### src/rtl/decode_buf_if.sv
// rtl/decode_buf_if.sv - fetch, regfile, dispatch and status signals of the decode buffer
//
// Purpose: bundles every decode_buf port except clk_in, rst_n_in and rdy_in.
// Groups:
//   fetch    : is_ins, ins_addr, ins, pred_jmp, pred_another -> f_ready
//   regfile  : get_id_1/2 -> get_val_1/2, get_has_dep_1/2, get_dep_1/2
//   control  : rs_full, lsb_full, rob_full, rob_clear, rob_free_id
//   RS/LSB   : is_rs/is_lsb + registered dispatch bundles
//   ROB      : r_is_ins + registered ROB bundle
//   status   : q_count, ill_op
// Modports: slave = decode_buf itself, master = the surrounding environment.
interface decode_buf_if #(
  parameter int QDEPTH = 4,
  parameter int ROB_W  = 4
);
  localparam int CW = $clog2(QDEPTH) + 1;

  logic             is_ins;
  logic [31:0]      ins_addr;
  logic [31:0]      ins;
  logic             pred_jmp;
  logic [31:0]      pred_another;
  logic             f_ready;

  logic [4:0]       get_id_1;
  logic [4:0]       get_id_2;
  logic [31:0]      get_val_1;
  logic [31:0]      get_val_2;
  logic             get_has_dep_1;
  logic             get_has_dep_2;
  logic [ROB_W-1:0] get_dep_1;
  logic [ROB_W-1:0] get_dep_2;

  logic             rs_full;
  logic             lsb_full;
  logic             rob_full;
  logic             rob_clear;
  logic [ROB_W-1:0] rob_free_id;

  logic             is_rs;
  logic [31:0]      rs_pc;
  logic [10:0]      rs_op;
  logic [31:0]      rs_imm;
  logic             rs_iQi;
  logic [ROB_W-1:0] rs_Qi;
  logic             rs_iQj;
  logic [ROB_W-1:0] rs_Qj;
  logic [31:0]      rs_Vi;
  logic [31:0]      rs_Vj;
  logic [ROB_W-1:0] rs_Qdest;

  logic             is_lsb;
  logic [9:0]       lsb_op;
  logic [31:0]      lsb_imm;
  logic             lsb_iQi;
  logic [ROB_W-1:0] lsb_Qi;
  logic             lsb_iQj;
  logic [ROB_W-1:0] lsb_Qj;
  logic [31:0]      lsb_Vi;
  logic [31:0]      lsb_Vj;
  logic [ROB_W-1:0] lsb_Qdest;

  logic             r_is_ins;
  logic [31:0]      r_ins_pc;
  logic [4:0]       r_ins_rd;
  logic             r_ins_pred_jmp;
  logic [31:0]      r_another_addr;
  logic [1:0]       r_ins_type;
  logic             r_ins_already_done;
  logic [31:0]      r_ins_result;

  logic [CW-1:0]    q_count;
  logic             ill_op;

  modport slave (
    input  is_ins, ins_addr, ins, pred_jmp, pred_another,
    output f_ready,
    output get_id_1, get_id_2,
    input  get_val_1, get_val_2, get_has_dep_1, get_has_dep_2, get_dep_1, get_dep_2,
    input  rs_full, lsb_full, rob_full, rob_clear, rob_free_id,
    output is_rs, rs_pc, rs_op, rs_imm, rs_iQi, rs_Qi, rs_iQj, rs_Qj, rs_Vi, rs_Vj, rs_Qdest,
    output is_lsb, lsb_op, lsb_imm, lsb_iQi, lsb_Qi, lsb_iQj, lsb_Qj, lsb_Vi, lsb_Vj, lsb_Qdest,
    output r_is_ins, r_ins_pc, r_ins_rd, r_ins_pred_jmp, r_another_addr, r_ins_type,
    output r_ins_already_done, r_ins_result,
    output q_count, ill_op
  );

  modport master (
    output is_ins, ins_addr, ins, pred_jmp, pred_another,
    input  f_ready,
    input  get_id_1, get_id_2,
    output get_val_1, get_val_2, get_has_dep_1, get_has_dep_2, get_dep_1, get_dep_2,
    output rs_full, lsb_full, rob_full, rob_clear, rob_free_id,
    input  is_rs, rs_pc, rs_op, rs_imm, rs_iQi, rs_Qi, rs_iQj, rs_Qj, rs_Vi, rs_Vj, rs_Qdest,
    input  is_lsb, lsb_op, lsb_imm, lsb_iQi, lsb_Qi, lsb_iQj, lsb_Qj, lsb_Vi, lsb_Vj, lsb_Qdest,
    input  r_is_ins, r_ins_pc, r_ins_rd, r_ins_pred_jmp, r_another_addr, r_ins_type,
    input  r_ins_already_done, r_ins_result,
    input  q_count, ill_op
  );
endinterface

### src/rtl/decode_buf.sv
// rtl/decode_buf.sv - in-order instruction queue with decode and RS/LSB/ROB dispatch
//
// Purpose: buffers fetched RV32I instructions in a circular FIFO, decodes the
// head, reads its operands from the regfile in the same cycle and dispatches it
// in order to either the reservation station or the load/store buffer, with a
// matching entry for the reorder buffer.
// Ports:
//   clk_in   - clock, all state on the rising edge
//   rst_n_in - asynchronous active-low reset
//   rdy_in   - global enable; 0 freezes all state including output pulses
//   bus      - decode_buf_if.slave (fetch, regfile, back-pressure, dispatch, status)
module decode_buf #(
  parameter int QDEPTH = 4,
  parameter int ROB_W  = 4
) (
  input  logic        clk_in,
  input  logic        rst_n_in,
  input  logic        rdy_in,
  decode_buf_if.slave bus
);

  localparam int PW = $clog2(QDEPTH);
  localparam int CW = PW + 1;

  localparam logic [6:0] OP_LUI    = 7'b0110111;
  localparam logic [6:0] OP_AUIPC  = 7'b0010111;
  localparam logic [6:0] OP_JAL    = 7'b1101111;
  localparam logic [6:0] OP_JALR   = 7'b1100111;
  localparam logic [6:0] OP_BRANCH = 7'b1100011;
  localparam logic [6:0] OP_LOAD   = 7'b0000011;
  localparam logic [6:0] OP_STORE  = 7'b0100011;
  localparam logic [6:0] OP_IMM    = 7'b0010011;
  localparam logic [6:0] OP_REG    = 7'b0110011;

  localparam logic [1:0] TYPE_R = 2'd0;
  localparam logic [1:0] TYPE_S = 2'd1;
  localparam logic [1:0] TYPE_B = 2'd2;
  localparam logic [1:0] TYPE_J = 3'd3;

  // queue storage, no reset needed: occupancy alone decides what is valid
  logic [31:0]      r_q_ins     [QDEPTH];
  logic [31:0]      r_q_addr    [QDEPTH];
  logic             r_q_pj      [QDEPTH];
  logic [31:0]      r_q_another [QDEPTH];

  logic [PW-1:0]    r_head;
  logic [PW-1:0]    r_tail;
  logic [CW-1:0]    r_count;
  logic             r_ill_op;

  logic             r_is_rs;
  logic [31:0]      r_rs_pc;
  logic [10:0]      r_rs_op;
  logic [31:0]      r_rs_imm;
  logic             r_rs_iqi;
  logic [ROB_W-1:0] r_rs_qi;
  logic             r_rs_iqj;
  logic [ROB_W-1:0] r_rs_qj;
  logic [31:0]      r_rs_vi;
  logic [31:0]      r_rs_vj;
  logic [ROB_W-1:0] r_rs_qdest;

  logic             r_is_lsb;
  logic [9:0]       r_lsb_op;
  logic [31:0]      r_lsb_imm;
  logic             r_lsb_iqi;
  logic [ROB_W-1:0] r_lsb_qi;
  logic             r_lsb_iqj;
  logic [ROB_W-1:0] r_lsb_qj;
  logic [31:0]      r_lsb_vi;
  logic [31:0]      r_lsb_vj;
  logic [ROB_W-1:0] r_lsb_qdest;

  logic             r_is_rob;
  logic [31:0]      r_rob_pc;
  logic [4:0]       r_rob_rd;
  logic             r_rob_pj;
  logic [31:0]      r_rob_another;
  logic [1:0]       r_rob_type;

  // head decode
  logic [31:0] w_hi;
  logic [6:0]  w_opc;
  logic        w_is_lui, w_is_auipc, w_is_jal, w_is_jalr, w_is_branch;
  logic        w_is_load, w_is_store, w_is_imm, w_is_reg;
  logic        w_to_lsb, w_known;
  logic [31:0] w_imm_i, w_imm_s, w_imm_u, w_imm_j;
  logic [31:0] w_rs_imm;
  logic [1:0]  w_type;
  logic        w_full, w_empty, w_pop, w_push;

  assign w_hi  = r_q_ins[r_head];
  assign w_opc = w_hi[6:0];

  assign w_is_lui    = (w_opc == OP_LUI);
  assign w_is_auipc  = (w_opc == OP_AUIPC);
  assign w_is_jal    = (w_opc == OP_JAL);
  assign w_is_jalr   = (w_opc == OP_JALR);
  assign w_is_branch = (w_opc == OP_BRANCH);
  assign w_is_load   = (w_opc == OP_LOAD);
  assign w_is_store  = (w_opc == OP_STORE);
  assign w_is_imm    = (w_opc == OP_IMM);
  assign w_is_reg    = (w_opc == OP_REG);

  assign w_to_lsb = w_is_load | w_is_store;
  assign w_known  = w_is_lui | w_is_auipc | w_is_jal | w_is_jalr | w_is_branch |
                    w_is_load | w_is_store | w_is_imm | w_is_reg;

  assign w_imm_i = {{20{w_hi[31]}}, w_hi[31:20]};
  assign w_imm_s = {{20{w_hi[31]}}, w_hi[31:25], w_hi[11:7]};
  assign w_imm_u = {w_hi[31:12], 12'b0};
  assign w_imm_j = {{12{w_hi[31]}}, w_hi[19:12], w_hi[20], w_hi[30:21], 1'b0};

  always_comb begin
    w_rs_imm = w_imm_i;
    if (w_is_lui || w_is_auipc) begin
      w_rs_imm = w_imm_u;
    end else if (w_is_jal) begin
      w_rs_imm = w_imm_j;
    end
  end

  // undefined opcodes fall through to Rtype
  always_comb begin
    w_type = TYPE_R;
    if (w_is_store) begin
      w_type = TYPE_S;
    end else if (w_is_branch) begin
      w_type = TYPE_B;
    end else if (w_is_jal || w_is_jalr) begin
      w_type = TYPE_J;
    end
  end

  // operand read ids for the head; unused operand slots read x0
  assign bus.get_id_1 = (w_is_lui || w_is_auipc || w_is_jal) ? 5'd0 : w_hi[19:15];
  assign bus.get_id_2 = (w_is_lui || w_is_auipc || w_is_jal || w_is_jalr ||
                         w_is_imm || w_is_load) ? 5'd0 : w_hi[24:20];

  assign w_full  = (r_count == CW'(QDEPTH));
  assign w_empty = (r_count == '0);

  // in-order: a blocked head stalls everything behind it
  assign w_pop  = rdy_in && !bus.rob_clear && !w_empty && !bus.rob_full &&
                  !(w_to_lsb ? bus.lsb_full : bus.rs_full);
  assign bus.f_ready = !w_full || w_pop;
  assign w_push = rdy_in && !bus.rob_clear && bus.is_ins && bus.f_ready;

  always_ff @(posedge clk_in) begin
    if (w_push) begin
      r_q_ins[r_tail]     <= bus.ins;
      r_q_addr[r_tail]    <= bus.ins_addr;
      r_q_pj[r_tail]      <= bus.pred_jmp;
      r_q_another[r_tail] <= bus.pred_another;
    end
  end

  // pointers, occupancy, sticky illegal flag; flush wins over push/pop
  always_ff @(posedge clk_in or negedge rst_n_in) begin
    if (!rst_n_in) begin
      r_head   <= '0;
      r_tail   <= '0;
      r_count  <= '0;
      r_ill_op <= 1'b0;
    end else if (rdy_in) begin
      if (bus.rob_clear) begin
        r_head  <= '0;
        r_tail  <= '0;
        r_count <= '0;
      end else begin
        if (w_push) begin
          r_tail <= r_tail + PW'(1);
        end
        if (w_pop) begin
          r_head <= r_head + PW'(1);
          if (!w_known) begin
            r_ill_op <= 1'b1;
          end
        end
        case ({w_push, w_pop})
          2'b10:   r_count <= r_count + CW'(1);
          2'b01:   r_count <= r_count - CW'(1);
          default: r_count <= r_count;
        endcase
      end
    end
  end

  // one-cycle valid pulses
  always_ff @(posedge clk_in or negedge rst_n_in) begin
    if (!rst_n_in) begin
      r_is_rs  <= 1'b0;
      r_is_lsb <= 1'b0;
      r_is_rob <= 1'b0;
    end else if (rdy_in) begin
      r_is_rs  <= w_pop && !w_to_lsb;
      r_is_lsb <= w_pop && w_to_lsb;
      r_is_rob <= w_pop;
    end
  end

  // RS bundle: loaded only on an RS dispatch, held otherwise
  always_ff @(posedge clk_in or negedge rst_n_in) begin
    if (!rst_n_in) begin
      r_rs_pc    <= '0;
      r_rs_op    <= '0;
      r_rs_imm   <= '0;
      r_rs_iqi   <= 1'b0;
      r_rs_qi    <= '0;
      r_rs_iqj   <= 1'b0;
      r_rs_qj    <= '0;
      r_rs_vi    <= '0;
      r_rs_vj    <= '0;
      r_rs_qdest <= '0;
    end else if (rdy_in && w_pop && !w_to_lsb) begin
      r_rs_pc    <= r_q_addr[r_head];
      r_rs_op    <= {w_hi[30], w_hi[14:12], w_hi[6:0]};
      r_rs_imm   <= w_rs_imm;
      r_rs_iqi   <= !bus.get_has_dep_1;
      r_rs_qi    <= bus.get_dep_1;
      r_rs_iqj   <= !bus.get_has_dep_2;
      r_rs_qj    <= bus.get_dep_2;
      r_rs_vi    <= bus.get_val_1;
      r_rs_vj    <= bus.get_val_2;
      r_rs_qdest <= bus.rob_free_id;
    end
  end

  // LSB bundle: loaded only on an LSB dispatch, held otherwise
  always_ff @(posedge clk_in or negedge rst_n_in) begin
    if (!rst_n_in) begin
      r_lsb_op    <= '0;
      r_lsb_imm   <= '0;
      r_lsb_iqi   <= 1'b0;
      r_lsb_qi    <= '0;
      r_lsb_iqj   <= 1'b0;
      r_lsb_qj    <= '0;
      r_lsb_vi    <= '0;
      r_lsb_vj    <= '0;
      r_lsb_qdest <= '0;
    end else if (rdy_in && w_pop && w_to_lsb) begin
      r_lsb_op    <= {w_hi[14:12], w_hi[6:0]};
      r_lsb_imm   <= w_is_load ? w_imm_i : w_imm_s;
      r_lsb_iqi   <= !bus.get_has_dep_1;
      r_lsb_qi    <= bus.get_dep_1;
      r_lsb_iqj   <= !bus.get_has_dep_2;
      r_lsb_qj    <= bus.get_dep_2;
      r_lsb_vi    <= bus.get_val_1;
      r_lsb_vj    <= bus.get_val_2;
      r_lsb_qdest <= bus.rob_free_id;
    end
  end

  // ROB bundle: loaded on every dispatch
  always_ff @(posedge clk_in or negedge rst_n_in) begin
    if (!rst_n_in) begin
      r_rob_pc      <= '0;
      r_rob_rd      <= '0;
      r_rob_pj      <= 1'b0;
      r_rob_another <= '0;
      r_rob_type    <= TYPE_R;
    end else if (rdy_in && w_pop) begin
      r_rob_pc      <= r_q_addr[r_head];
      r_rob_rd      <= w_hi[11:7];
      r_rob_pj      <= r_q_pj[r_head];
      r_rob_another <= r_q_another[r_head];
      r_rob_type    <= w_type;
    end
  end

  assign bus.is_rs     = r_is_rs;
  assign bus.rs_pc     = r_rs_pc;
  assign bus.rs_op     = r_rs_op;
  assign bus.rs_imm    = r_rs_imm;
  assign bus.rs_iQi    = r_rs_iqi;
  assign bus.rs_Qi     = r_rs_qi;
  assign bus.rs_iQj    = r_rs_iqj;
  assign bus.rs_Qj     = r_rs_qj;
  assign bus.rs_Vi     = r_rs_vi;
  assign bus.rs_Vj     = r_rs_vj;
  assign bus.rs_Qdest  = r_rs_qdest;

  assign bus.is_lsb    = r_is_lsb;
  assign bus.lsb_op    = r_lsb_op;
  assign bus.lsb_imm   = r_lsb_imm;
  assign bus.lsb_iQi   = r_lsb_iqi;
  assign bus.lsb_Qi    = r_lsb_qi;
  assign bus.lsb_iQj   = r_lsb_iqj;
  assign bus.lsb_Qj    = r_lsb_qj;
  assign bus.lsb_Vi    = r_lsb_vi;
  assign bus.lsb_Vj    = r_lsb_vj;
  assign bus.lsb_Qdest = r_lsb_qdest;

  assign bus.r_is_ins           = r_is_rob;
  assign bus.r_ins_pc           = r_rob_pc;
  assign bus.r_ins_rd           = r_rob_rd;
  assign bus.r_ins_pred_jmp     = r_rob_pj;
  assign bus.r_another_addr     = r_rob_another;
  assign bus.r_ins_type         = r_rob_type;
  assign bus.r_ins_already_done = 1'b0;
  assign bus.r_ins_result       = 32'd0;

  assign bus.q_count = r_count;
  assign bus.ill_op  = r_ill_op;

endmodule

### src/flat_wrapper.sv
// flat-port wrapper written by rule: the top's interface ports become plain ports
module decode_buf_flat 
#(
  parameter int QDEPTH = 4,
  parameter int ROB_W  = 4
)
  (clk_in, rst_n_in, rdy_in, bus_is_ins, bus_ins_addr, bus_ins, bus_pred_jmp, bus_pred_another, bus_f_ready, bus_get_id_1, bus_get_id_2, bus_get_val_1, bus_get_val_2, bus_get_has_dep_1, bus_get_has_dep_2, bus_get_dep_1, bus_get_dep_2, bus_rs_full, bus_lsb_full, bus_rob_full, bus_rob_clear, bus_rob_free_id, bus_is_rs, bus_rs_pc, bus_rs_op, bus_rs_imm, bus_rs_iQi, bus_rs_Qi, bus_rs_iQj, bus_rs_Qj, bus_rs_Vi, bus_rs_Vj, bus_rs_Qdest, bus_is_lsb, bus_lsb_op, bus_lsb_imm, bus_lsb_iQi, bus_lsb_Qi, bus_lsb_iQj, bus_lsb_Qj, bus_lsb_Vi, bus_lsb_Vj, bus_lsb_Qdest, bus_r_is_ins, bus_r_ins_pc, bus_r_ins_rd, bus_r_ins_pred_jmp, bus_r_another_addr, bus_r_ins_type, bus_r_ins_already_done, bus_r_ins_result, bus_q_count, bus_ill_op);
  decode_buf_if #(.QDEPTH(QDEPTH), .ROB_W(ROB_W)) bus_i ();
  input  logic clk_in;
  input  logic rst_n_in;
  input  logic rdy_in;
  input wire logic [$bits(bus_i.is_ins)-1:0] bus_is_ins;
  input wire logic [$bits(bus_i.ins_addr)-1:0] bus_ins_addr;
  input wire logic [$bits(bus_i.ins)-1:0] bus_ins;
  input wire logic [$bits(bus_i.pred_jmp)-1:0] bus_pred_jmp;
  input wire logic [$bits(bus_i.pred_another)-1:0] bus_pred_another;
  output wire logic [$bits(bus_i.f_ready)-1:0] bus_f_ready;
  output wire logic [$bits(bus_i.get_id_1)-1:0] bus_get_id_1;
  output wire logic [$bits(bus_i.get_id_2)-1:0] bus_get_id_2;
  input wire logic [$bits(bus_i.get_val_1)-1:0] bus_get_val_1;
  input wire logic [$bits(bus_i.get_val_2)-1:0] bus_get_val_2;
  input wire logic [$bits(bus_i.get_has_dep_1)-1:0] bus_get_has_dep_1;
  input wire logic [$bits(bus_i.get_has_dep_2)-1:0] bus_get_has_dep_2;
  input wire logic [$bits(bus_i.get_dep_1)-1:0] bus_get_dep_1;
  input wire logic [$bits(bus_i.get_dep_2)-1:0] bus_get_dep_2;
  input wire logic [$bits(bus_i.rs_full)-1:0] bus_rs_full;
  input wire logic [$bits(bus_i.lsb_full)-1:0] bus_lsb_full;
  input wire logic [$bits(bus_i.rob_full)-1:0] bus_rob_full;
  input wire logic [$bits(bus_i.rob_clear)-1:0] bus_rob_clear;
  input wire logic [$bits(bus_i.rob_free_id)-1:0] bus_rob_free_id;
  output wire logic [$bits(bus_i.is_rs)-1:0] bus_is_rs;
  output wire logic [$bits(bus_i.rs_pc)-1:0] bus_rs_pc;
  output wire logic [$bits(bus_i.rs_op)-1:0] bus_rs_op;
  output wire logic [$bits(bus_i.rs_imm)-1:0] bus_rs_imm;
  output wire logic [$bits(bus_i.rs_iQi)-1:0] bus_rs_iQi;
  output wire logic [$bits(bus_i.rs_Qi)-1:0] bus_rs_Qi;
  output wire logic [$bits(bus_i.rs_iQj)-1:0] bus_rs_iQj;
  output wire logic [$bits(bus_i.rs_Qj)-1:0] bus_rs_Qj;
  output wire logic [$bits(bus_i.rs_Vi)-1:0] bus_rs_Vi;
  output wire logic [$bits(bus_i.rs_Vj)-1:0] bus_rs_Vj;
  output wire logic [$bits(bus_i.rs_Qdest)-1:0] bus_rs_Qdest;
  output wire logic [$bits(bus_i.is_lsb)-1:0] bus_is_lsb;
  output wire logic [$bits(bus_i.lsb_op)-1:0] bus_lsb_op;
  output wire logic [$bits(bus_i.lsb_imm)-1:0] bus_lsb_imm;
  output wire logic [$bits(bus_i.lsb_iQi)-1:0] bus_lsb_iQi;
  output wire logic [$bits(bus_i.lsb_Qi)-1:0] bus_lsb_Qi;
  output wire logic [$bits(bus_i.lsb_iQj)-1:0] bus_lsb_iQj;
  output wire logic [$bits(bus_i.lsb_Qj)-1:0] bus_lsb_Qj;
  output wire logic [$bits(bus_i.lsb_Vi)-1:0] bus_lsb_Vi;
  output wire logic [$bits(bus_i.lsb_Vj)-1:0] bus_lsb_Vj;
  output wire logic [$bits(bus_i.lsb_Qdest)-1:0] bus_lsb_Qdest;
  output wire logic [$bits(bus_i.r_is_ins)-1:0] bus_r_is_ins;
  output wire logic [$bits(bus_i.r_ins_pc)-1:0] bus_r_ins_pc;
  output wire logic [$bits(bus_i.r_ins_rd)-1:0] bus_r_ins_rd;
  output wire logic [$bits(bus_i.r_ins_pred_jmp)-1:0] bus_r_ins_pred_jmp;
  output wire logic [$bits(bus_i.r_another_addr)-1:0] bus_r_another_addr;
  output wire logic [$bits(bus_i.r_ins_type)-1:0] bus_r_ins_type;
  output wire logic [$bits(bus_i.r_ins_already_done)-1:0] bus_r_ins_already_done;
  output wire logic [$bits(bus_i.r_ins_result)-1:0] bus_r_ins_result;
  output wire logic [$bits(bus_i.q_count)-1:0] bus_q_count;
  output wire logic [$bits(bus_i.ill_op)-1:0] bus_ill_op;
  assign bus_i.is_ins = bus_is_ins;
  assign bus_i.ins_addr = bus_ins_addr;
  assign bus_i.ins = bus_ins;
  assign bus_i.pred_jmp = bus_pred_jmp;
  assign bus_i.pred_another = bus_pred_another;
  assign bus_f_ready = bus_i.f_ready;
  assign bus_get_id_1 = bus_i.get_id_1;
  assign bus_get_id_2 = bus_i.get_id_2;
  assign bus_i.get_val_1 = bus_get_val_1;
  assign bus_i.get_val_2 = bus_get_val_2;
  assign bus_i.get_has_dep_1 = bus_get_has_dep_1;
  assign bus_i.get_has_dep_2 = bus_get_has_dep_2;
  assign bus_i.get_dep_1 = bus_get_dep_1;
  assign bus_i.get_dep_2 = bus_get_dep_2;
  assign bus_i.rs_full = bus_rs_full;
  assign bus_i.lsb_full = bus_lsb_full;
  assign bus_i.rob_full = bus_rob_full;
  assign bus_i.rob_clear = bus_rob_clear;
  assign bus_i.rob_free_id = bus_rob_free_id;
  assign bus_is_rs = bus_i.is_rs;
  assign bus_rs_pc = bus_i.rs_pc;
  assign bus_rs_op = bus_i.rs_op;
  assign bus_rs_imm = bus_i.rs_imm;
  assign bus_rs_iQi = bus_i.rs_iQi;
  assign bus_rs_Qi = bus_i.rs_Qi;
  assign bus_rs_iQj = bus_i.rs_iQj;
  assign bus_rs_Qj = bus_i.rs_Qj;
  assign bus_rs_Vi = bus_i.rs_Vi;
  assign bus_rs_Vj = bus_i.rs_Vj;
  assign bus_rs_Qdest = bus_i.rs_Qdest;
  assign bus_is_lsb = bus_i.is_lsb;
  assign bus_lsb_op = bus_i.lsb_op;
  assign bus_lsb_imm = bus_i.lsb_imm;
  assign bus_lsb_iQi = bus_i.lsb_iQi;
  assign bus_lsb_Qi = bus_i.lsb_Qi;
  assign bus_lsb_iQj = bus_i.lsb_iQj;
  assign bus_lsb_Qj = bus_i.lsb_Qj;
  assign bus_lsb_Vi = bus_i.lsb_Vi;
  assign bus_lsb_Vj = bus_i.lsb_Vj;
  assign bus_lsb_Qdest = bus_i.lsb_Qdest;
  assign bus_r_is_ins = bus_i.r_is_ins;
  assign bus_r_ins_pc = bus_i.r_ins_pc;
  assign bus_r_ins_rd = bus_i.r_ins_rd;
  assign bus_r_ins_pred_jmp = bus_i.r_ins_pred_jmp;
  assign bus_r_another_addr = bus_i.r_another_addr;
  assign bus_r_ins_type = bus_i.r_ins_type;
  assign bus_r_ins_already_done = bus_i.r_ins_already_done;
  assign bus_r_ins_result = bus_i.r_ins_result;
  assign bus_q_count = bus_i.q_count;
  assign bus_ill_op = bus_i.ill_op;
  decode_buf #(.QDEPTH(QDEPTH), .ROB_W(ROB_W)) u_core (.clk_in(clk_in), .rst_n_in(rst_n_in), .rdy_in(rdy_in), .bus(bus_i));
endmodule
### config.mk
export PLATFORM = sky130hd
export DESIGN_NAME = decode_buf_flat
export DESIGN_NICKNAME = d
export VERILOG_FILES = /design/src/rtl/decode_buf_if.sv /design/src/rtl/decode_buf.sv /design/src/flat_wrapper.sv
export SDC_FILE = /design/constraint.sdc
export NUM_CORES = 1
export LEC_CHECK = 0
export BUFFER_PORTS_ARGS = -buffer_cell sky130_fd_sc_hd__buf_2
export CAP_MARGIN = 10
export CORE_AREA = 2 2 226 228
export CTS_CLUSTER_DIAMETER = 80
export CTS_CLUSTER_SIZE = 10
export DETAILED_ROUTE_END_ITERATION = 10
export DIE_AREA = 0 0 228 230
export PLACE_DENSITY = 0.8
export SYNTH_ARGS = -nofsm -noshare
export SYNTH_HDL_FRONTEND = slang
export SYNTH_SLANG_ARGS = --single-unit
### constraint.sdc
create_clock -name clk_in -period 8.85 [get_ports clk_in]
set_input_delay 0.4425 -clock clk_in [delete_from_list [all_inputs] [get_ports clk_in]]
set_output_delay 0.4425 -clock clk_in [all_outputs]
set_load 0.05 [all_outputs]
# Word-level counts from Yosys, hierarchy flattened

Memory sizes are Yosys's and may differ from the RTL's. A register that Yosys moved wholly into a read port is not among the register bits.
Index checks and enable logic that the tools add are counted.

Bits in registers: 303
Latch bits: 0
RAM bits: 388
Memory bits (read-only): 0
Input bits: 183
Memories kept: 4

Memory list:

| memory             | words | bits a word | rd ports | clocked after Yosys merged registers in | write ports | line             | source |
|---|---|---|---|---|---|---|---|
| u_core.r_q_addr    | 4     | 32          | 1        | 0                                       | 1           | decode_buf.sv:42 | `logic [31:0] r_q_addr [QDEPTH];` |
| u_core.r_q_another | 4     | 32          | 1        | 1                                       | 1           | decode_buf.sv:44 | `logic [31:0] r_q_another [QDEPTH];` |
| u_core.r_q_ins     | 4     | 32          | 1        | 0                                       | 1           | decode_buf.sv:41 | `logic [31:0] r_q_ins [QDEPTH];` |
| u_core.r_q_pj      | 4     | 1           | 1        | 1                                       | 1           | decode_buf.sv:43 | `logic r_q_pj [QDEPTH];` |

$add $sub $neg: 4
$mul: 0
Divide/modulo/power cells: 0
Magnitude comparators: 0
Equality and inequality tests: 12
Shift operators: 0
Muxes and demuxes: 17
Bitwise logic cells: 11
Reductions and logical operators: 36

Operators by type and width:

| operator                                                            | count |
|---|---|
| 31-bit 2-to-1 mux                                                   | 1 |
| 7-bit by 6-bit == test with 1-bit output (second input constant)    | 3 |
| 7-bit == test (second input constant)                               | 3 |
| 20-bit 2-to-1 mux                                                   | 1 |
| 5-bit 2-to-1 mux                                                    | 3 |
| 7-bit by 5-bit == test with 1-bit output (second input constant)    | 2 |
| 2-bit 2-to-1 mux                                                    | 7 |
| 1-bit logical AND                                                   | 11 |
| 1-bit zero test                                                     | 10 |
| 1-bit bitwise OR                                                    | 9 |
| 7-bit by 2-bit == test with 1-bit output (second input constant)    | 1 |
| 1-bit logical OR                                                    | 7 |
| 3-bit case mux with 2 select lines                                  | 1 |
| 2-bit AND reduction                                                 | 3 |
| 2-bit by 1-bit adder with 2-bit output (second input constant)      | 2 |
| 4-bit AND reduction                                                 | 1 |
| 2-bit nonzero test                                                  | 2 |
| 3-bit by 1-bit adder with 3-bit output (second input constant)      | 1 |
| 3-bit == test (second input constant)                               | 1 |
| 3-bit zero test                                                     | 1 |
| 1-bit 2-to-1 mux                                                    | 3 |
| 3-bit 2-to-1 mux                                                    | 1 |
| 3-bit nonzero test                                                  | 1 |
| 3-bit by 1-bit subtractor with 3-bit output (second input constant) | 1 |
| other kinds (3)                                                     | 4 |

# Depth between registers and ports, before layout

An unclocked memory read counts as a cell.

Word-level depth: 12
Depth in mapped cells: 13
Gate-level depth less buffers: 10

# Least setup slack after synthesis

OpenSTA, ideal clock, no wires.

Path kind: register to register
Start point: register u_core.r_head[0]
End point: memory u_core.r_q_addr[0][0] (enable)
Arrival time: 4.587 ns
Slack: 3.796 ns
Stages on the path, launching flop included: 10
Period minus slack after synthesis: 5.054 ns
Cell sequence: dfrtp_1 > buf_2 > buf_6 > mux4_2 > nor2_1 > and4_1 > buf_2 > nor2_2 > nand3_1 > and3_1

Word-level cells in the longest chain between the ends: 10
Elaborated cells on any way between the ends: 11

Ends and longest elaborated chain:

| what                                                                                                 | line                                 | source |
|---|---|---|
| start: declaration                                                                                   | decode_buf.sv:46                     | `logic [PW-1:0] r_head;` |
| start signal: assignment                                                                             | decode_buf.sv:175                    | `r_head <= r_head + PW'(1);` |
| memory 4 x 32 bit (*)                                                                                | n/a                                  |  |
| 7-bit by 2-bit == test with 1-bit output or 7-bit by 6-bit == test with 1-bit output (tied branches) | decode_buf.sv:100, decode_buf.sv:101 |  |
| 1-bit bitwise OR (*)                                                                                 | decode_buf.sv:105                    | `assign w_to_lsb = w_is_load \| w_is_store;` |
| 1-bit 2-to-1 mux (*)                                                                                 | decode_buf.sv:145                    | `!(w_to_lsb ? bus.lsb_full : bus.rs_full);` |
| 1-bit zero test (*)                                                                                  | decode_buf.sv:145                    |  |
| 1-bit logical AND (*)                                                                                | decode_buf.sv:144                    | `assign w_pop = rdy_in && !bus.rob_clear && !w_empty && !bus.rob_full &&` |
| 1-bit logical OR (*)                                                                                 | decode_buf.sv:146                    | `assign bus.f_ready = !w_full \|\| w_pop;` |
| net bus_f_ready                                                                                      | flat_wrapper.sv:17                   | `output wire logic [$bits(bus_i.f_ready)-1:0] bus_f_ready;` |
| 1-bit logical AND (*)                                                                                | decode_buf.sv:147                    | `assign w_push = rdy_in && !bus.rob_clear && bus.is_ins && bus.f_ready;` |
| 1-bit 2-to-1 mux (*)                                                                                 | decode_buf.sv:150                    | `if (w_push) begin` |
| 1-bit 2-to-1 mux (implied by the code) (*)                                                           | decode_buf.sv:152                    | `r_q_addr[r_tail] <= bus.ins_addr;` |
| end: declaration                                                                                     | decode_buf.sv:42                     |  |

The timed path passes the listed nets; every way through them passes the cells marked *.

# Worst setup path in the final report

Start point: register u_core.r_head[0]
End point: memory u_core.r_q_another[3][22] (enable)

Word-level cells in the longest chain between the ends: 10
Elaborated cells on any way between the ends: 11

Ends and longest elaborated chain:

| what                                                                                                 | line                                 | source |
|---|---|---|
| memory 4 x 32 bit (*)                                                                                | n/a                                  |  |
| 7-bit by 2-bit == test with 1-bit output or 7-bit by 6-bit == test with 1-bit output (tied branches) | decode_buf.sv:100, decode_buf.sv:101 |  |
| 1-bit bitwise OR (*)                                                                                 | decode_buf.sv:105                    |  |
| 1-bit 2-to-1 mux (*)                                                                                 | decode_buf.sv:145                    |  |
| 1-bit zero test (*)                                                                                  | decode_buf.sv:145                    |  |
| 1-bit logical AND (*)                                                                                | decode_buf.sv:144                    |  |
| 1-bit logical OR (*)                                                                                 | decode_buf.sv:146                    |  |
| 1-bit logical AND (*)                                                                                | decode_buf.sv:147                    |  |
| 1-bit 2-to-1 mux (*)                                                                                 | decode_buf.sv:150                    |  |
| 1-bit 2-to-1 mux (implied by the code) (*)                                                           | decode_buf.sv:154                    | `r_q_another[r_tail] <= bus.pred_another;` |
| end: declaration                                                                                     | decode_buf.sv:44                     |  |

Every way passes the cells marked *; elsewhere a longest branch is shown, timed or not.

==> impl_metrics.sql <==
INSERT INTO impl_metrics (metric_group, metric, value, unit) VALUES
('synth', 'synthMostInstantiatedCell', 'sky130_fd_sc_hd__nand2_1', ''),
('clock_tree', 'clock_tree.htree_level_count', '3', ''),
('synth', 'yosysTopAreaCellShare', '42.3', '%'),
('timing', 'setup_repair_after_global_routing_missed_its_margin', 'no', ''),
('timing', 'final_max_slew_viol_count', '0', ''),
('run_status', 'status', 'complete, no violations', ''),
('cells_and_area', 'multiInputGateArea', '6720', 'µm²'),
('pwr', 'cell_internal_pwr', '6.81', 'mW'),
('critical_path', 'crit_fanout', '79', ''),
('clock_tree', 'ctsLongestPathBuffers', '3', ''),
('synth', 'seq_area_frac_synth', '72.9', '%'),
('critical_path', 'worst-endpoint-required', '9.09', 'ns'),
('synth', 'synth.avg_cell_area', '13.6', 'µm²'),
('timing', 'totalNegativeSetupSlack', '0', 'ns'),
('floorplan', 'die_width', '228', 'µm'),
('pwr', 'static-leakage-power', '15.2', 'nW'),
('synth', 'leading_area_contributor_after_synthesis', 'sky130_fd_sc_hd__edfxtp_1', ''),
('drt', 'wl_per_cell', '22.9', 'µm'),
('cells_and_area', 'synthToLayoutAreaGrowth', '19.8', '%'),
('placed_design', 'buffer_ports.inserted', '545', ''),
('synth', 'synth_area', '27500', 'µm²'),
('synth', 'synth-async-reset-ratio', '46.4', '%'),
('critical_path', 'worstSetupPathType', 'flip-flop to flip-flop', ''),
('clock_tree', 'clk_pin_slew_worst_paths', '0.06', 'ns'),
('pwr', 'p_seq_share', '38.8', '%'),
('timing', 'final.setup_skew', '0.0278', 'ns'),
('drt', 'drt_iter0_drc', '1700', ''),
('clock_tree', 'insertion_delay', '0.62', 'ns'),
('placed_design', 'placement_stage_worst_setup_slack', '3.98', 'ns'),
('placed_design', 'routabilityCongestion', '0.924', ''),
('cells_and_area', 'fillerInstances', '3495', ''),
('global_routing', 'grtUsageTotal', '28.7', '%'),
('cells_and_area', 'post_route_cells_drive_above_1_share', '29.7', '%'),
('pwr', 'power.share.switching', '41.2', '%'),
('timing', 'worst_pin_slew', '1.20', 'ns'),
('timing', 'period_minus_slack', '4.84', 'ns'),
('drt', 'drtPass1Iterations', '5', ''),
('synth', 'synth.cells.most_frequent', 'sky130_fd_sc_hd__nand2_1 (875), sky130_fd_sc_hd__edfxtp_1 (388), sky130_fd_sc_hd__dfrtp_1 (336), sky130_fd_sc_hd__mux4_2 (95), sky130_fd_sc_hd__buf_4 (69)', ''),
('timing', 'fmax', '207', 'MHz'),
('clock_tree', 'clkSinkCount', '724', ''),
('pwr', 'pwr-share-comb', '34.6', '%'),
('synth', 'post_synth_num_cell_types', '54', ''),
('clock_tree', 'cts_tree', 'done', ''),
('synth', 'syn-instance-count', '2027', ''),
('floorplan', 'std_cell_rows', '82', ''),
('floorplan', 'core_area', '49900', 'µm²'),
('floorplan', 'total_die_area', '52400', 'µm²'),
('floorplan', 'boundaryPins', '579', ''),
('cells_and_area', 'seqCellArea', '20100', 'µm²'),
('timing', 'final-hold-violation-count', '0', ''),
('drt', 'routed_wl', '75500', 'µm'),
('drt', 'post_dr_vias_cell', '5.46', ''),
('critical_path', 'worst-endpoint-arrival', '5.08', 'ns'),
('critical_path', 'critPathCaptureType', 'flip-flop', ''),
('clock_tree', 'post_cts_hold_buffer_count', '1', ''),
('synth', 'yosys_warnings', '0', ''),
('timing', 'timing.final.setup_violations', '0', ''),
('drt', 'drt_drc_violations_left', '0', ''),
('timing', 'timing.final.ws_setup', '4.01', 'ns'),
('global_routing', 'antenna_found_initial', '19', ''),
('synth', 'synth-edff-count', '388', ''),
('global_routing', 'grt-ovfl-total', '0', ''),
('clock_tree', 'post-cts-setup-buffer-count', '0', ''),
('pwr', 'vdd_ir_drop_max', '0.313', 'mV'),
('timing', 'maxSlewHeadroom', '19.2', '%'),
('cells_and_area', 'finalNetCount', '2742', ''),
('clock_tree', 'cts-root-buf', 'sky130_fd_sc_hd__clkbuf_16', ''),
('drt', 'postRouteAntennaNets', '0', ''),
('synth', 'synth.top_cells.by_area', 'sky130_fd_sc_hd__edfxtp_1 (42%), sky130_fd_sc_hd__dfrtp_1 (31%), sky130_fd_sc_hd__nand2_1 (12%)', ''),
('synth', 'ffs_latches_synth', '724', ''),
('drt', 'vias', '18000', '');
## placed cells by master (no fill, tap or decap), types with 9 or more instances in the layout
cell type,count
sky130_fd_sc_hd__nand2_1,874
sky130_fd_sc_hd__buf_2,544
sky130_fd_sc_hd__edfxtp_1,388
sky130_fd_sc_hd__dfrtp_1,334
sky130_fd_sc_hd__mux4_2,95
sky130_fd_sc_hd__clkbuf_16,84
sky130_fd_sc_hd__clkbuf_1,50
sky130_fd_sc_hd__o21ai_0,42
sky130_fd_sc_hd__conb_1,33
sky130_fd_sc_hd__a21oi_1,22
sky130_fd_sc_hd__buf_4,18
sky130_fd_sc_hd__diode_2,14
sky130_fd_sc_hd__nand3_1,11
sky130_fd_sc_hd__nor2_1,10
sky130_fd_sc_hd__nor2b_1,9
## state kept, by name (all words and copies together), names as in the netlist, 5 cells and up
| name | cells |
|---|---|
| u_core.bus.lsb_Vi | 32 |
| u_core.bus.lsb_Vj | 32 |
| u_core.bus.lsb_imm | 12 |
| u_core.bus.lsb_op | 10 |
| u_core.bus.r_another_addr | 32 |
| u_core.bus.r_ins_pc | 32 |
| u_core.bus.r_ins_rd | 5 |
| u_core.bus.rs_Vi | 32 |
| u_core.bus.rs_Vj | 32 |
| u_core.bus.rs_imm | 32 |
| u_core.bus.rs_op | 11 |
| u_core.bus.rs_pc | 32 |
| u_core.r_q_addr | 128 |
| u_core.r_q_another | 128 |
| u_core.r_q_ins | 128 |
## critical path, stage by stage (launching register included)
cell and delay [ns]:
sky130_fd_sc_hd__dfrtp_4 0.80, sky130_fd_sc_hd__mux4_2 0.64, sky130_fd_sc_hd__nor2_1 0.30, sky130_fd_sc_hd__and4_4 0.90, sky130_fd_sc_hd__nor2_4 0.02, sky130_fd_sc_hd__nand3_1 0.23, sky130_fd_sc_hd__and3_4 0.81, sky130_fd_sc_hd__buf_4 0.68
## per-stage QoR
| step | util (%) | hold WS, ns | std cells | total power, mW | area, µm² |
|---|---|---|---|---|---|
| after floorplan | - | 0.147 | 2059 | 7.40 | 27600 |
| after global placement | 61.2 | 0.443 | 3141 | 8.50 | 30500 |
| after detailed placement | 61.2 | 0.450 | 3141 | 8.56 | 30500 |
| after CTS | 66.0 | 0.00502 | 3282 | 11.7 | 32900 |
| after global routing | 66.1 | 0.0191 | 3293 | 12.0 | 33000 |
| final | 66.1 | 0.0366 | 3296 | 11.6 | 33000 |
## cells by family after synthesis
family,after synthesis,share of synthesized area [%]
simple gates,941,13.4
flops,724,72.9
buf+inv,162,3.37
mux,106,8.19
compound gates,87,1.81
fa+ha+maj,5,0.255
other cells,1,0.0136
xor+xnor,1,0.0318
## power by group through the flow
stage	clock network [mW]	registers, mW	logic [mW]
after CTS	3.12	4.50	4.05
after detailed placement	0	4.55	4.01
final	3.08	4.50	4.01
after floorplan	0	6.27	1.13
after global routing	3.26	4.56	4.21
after global placement	0	4.53	3.97
## path summary, 6_finish.rpt
path,from,end,slack [ns],cells after the start
worst max-delay path,u_core.r_head[0],u_core.r_q_another[3][22],4.01,7
worst min-delay path,bus_ins[16],u_core.r_q_ins[3][16],0.04,1
worst max register to register,u_core.r_head[0],u_core.r_q_another[3][22],4.01,7
worst min register to register,u_core.bus.r_ins_pc[0],u_core.bus.r_ins_pc[0],0.46,2
max in group asynchronous,rst_n_in,u_core.bus.lsb_op[9],6.53,4
min in group asynchronous,rst_n_in,u_core.bus.r_another_addr[3],0.41,2
## per-layer routing
layer,wire length (µm),global-route usage (%),up-vias
met3,6010,7.32,174
met1,28000,35.4,9041
met2,37700,47.0,858
met5,78,0,-
met4,3780,15.9,14
li1,-,-,7896
## final cells by class
type	count	area share (%)
Sequential cell	724	60.9
Multi-Input combinational cell	1173	20.4
Timing Repair Buffer	564	8.75
Clock buffer	135	6.99
Tap cell	672	2.55
Clock inverter	5	0.232
Antenna cell	14	0.106
Inverter	9	0.103
No activity file was read; power rests on OpenSTA's default activity.
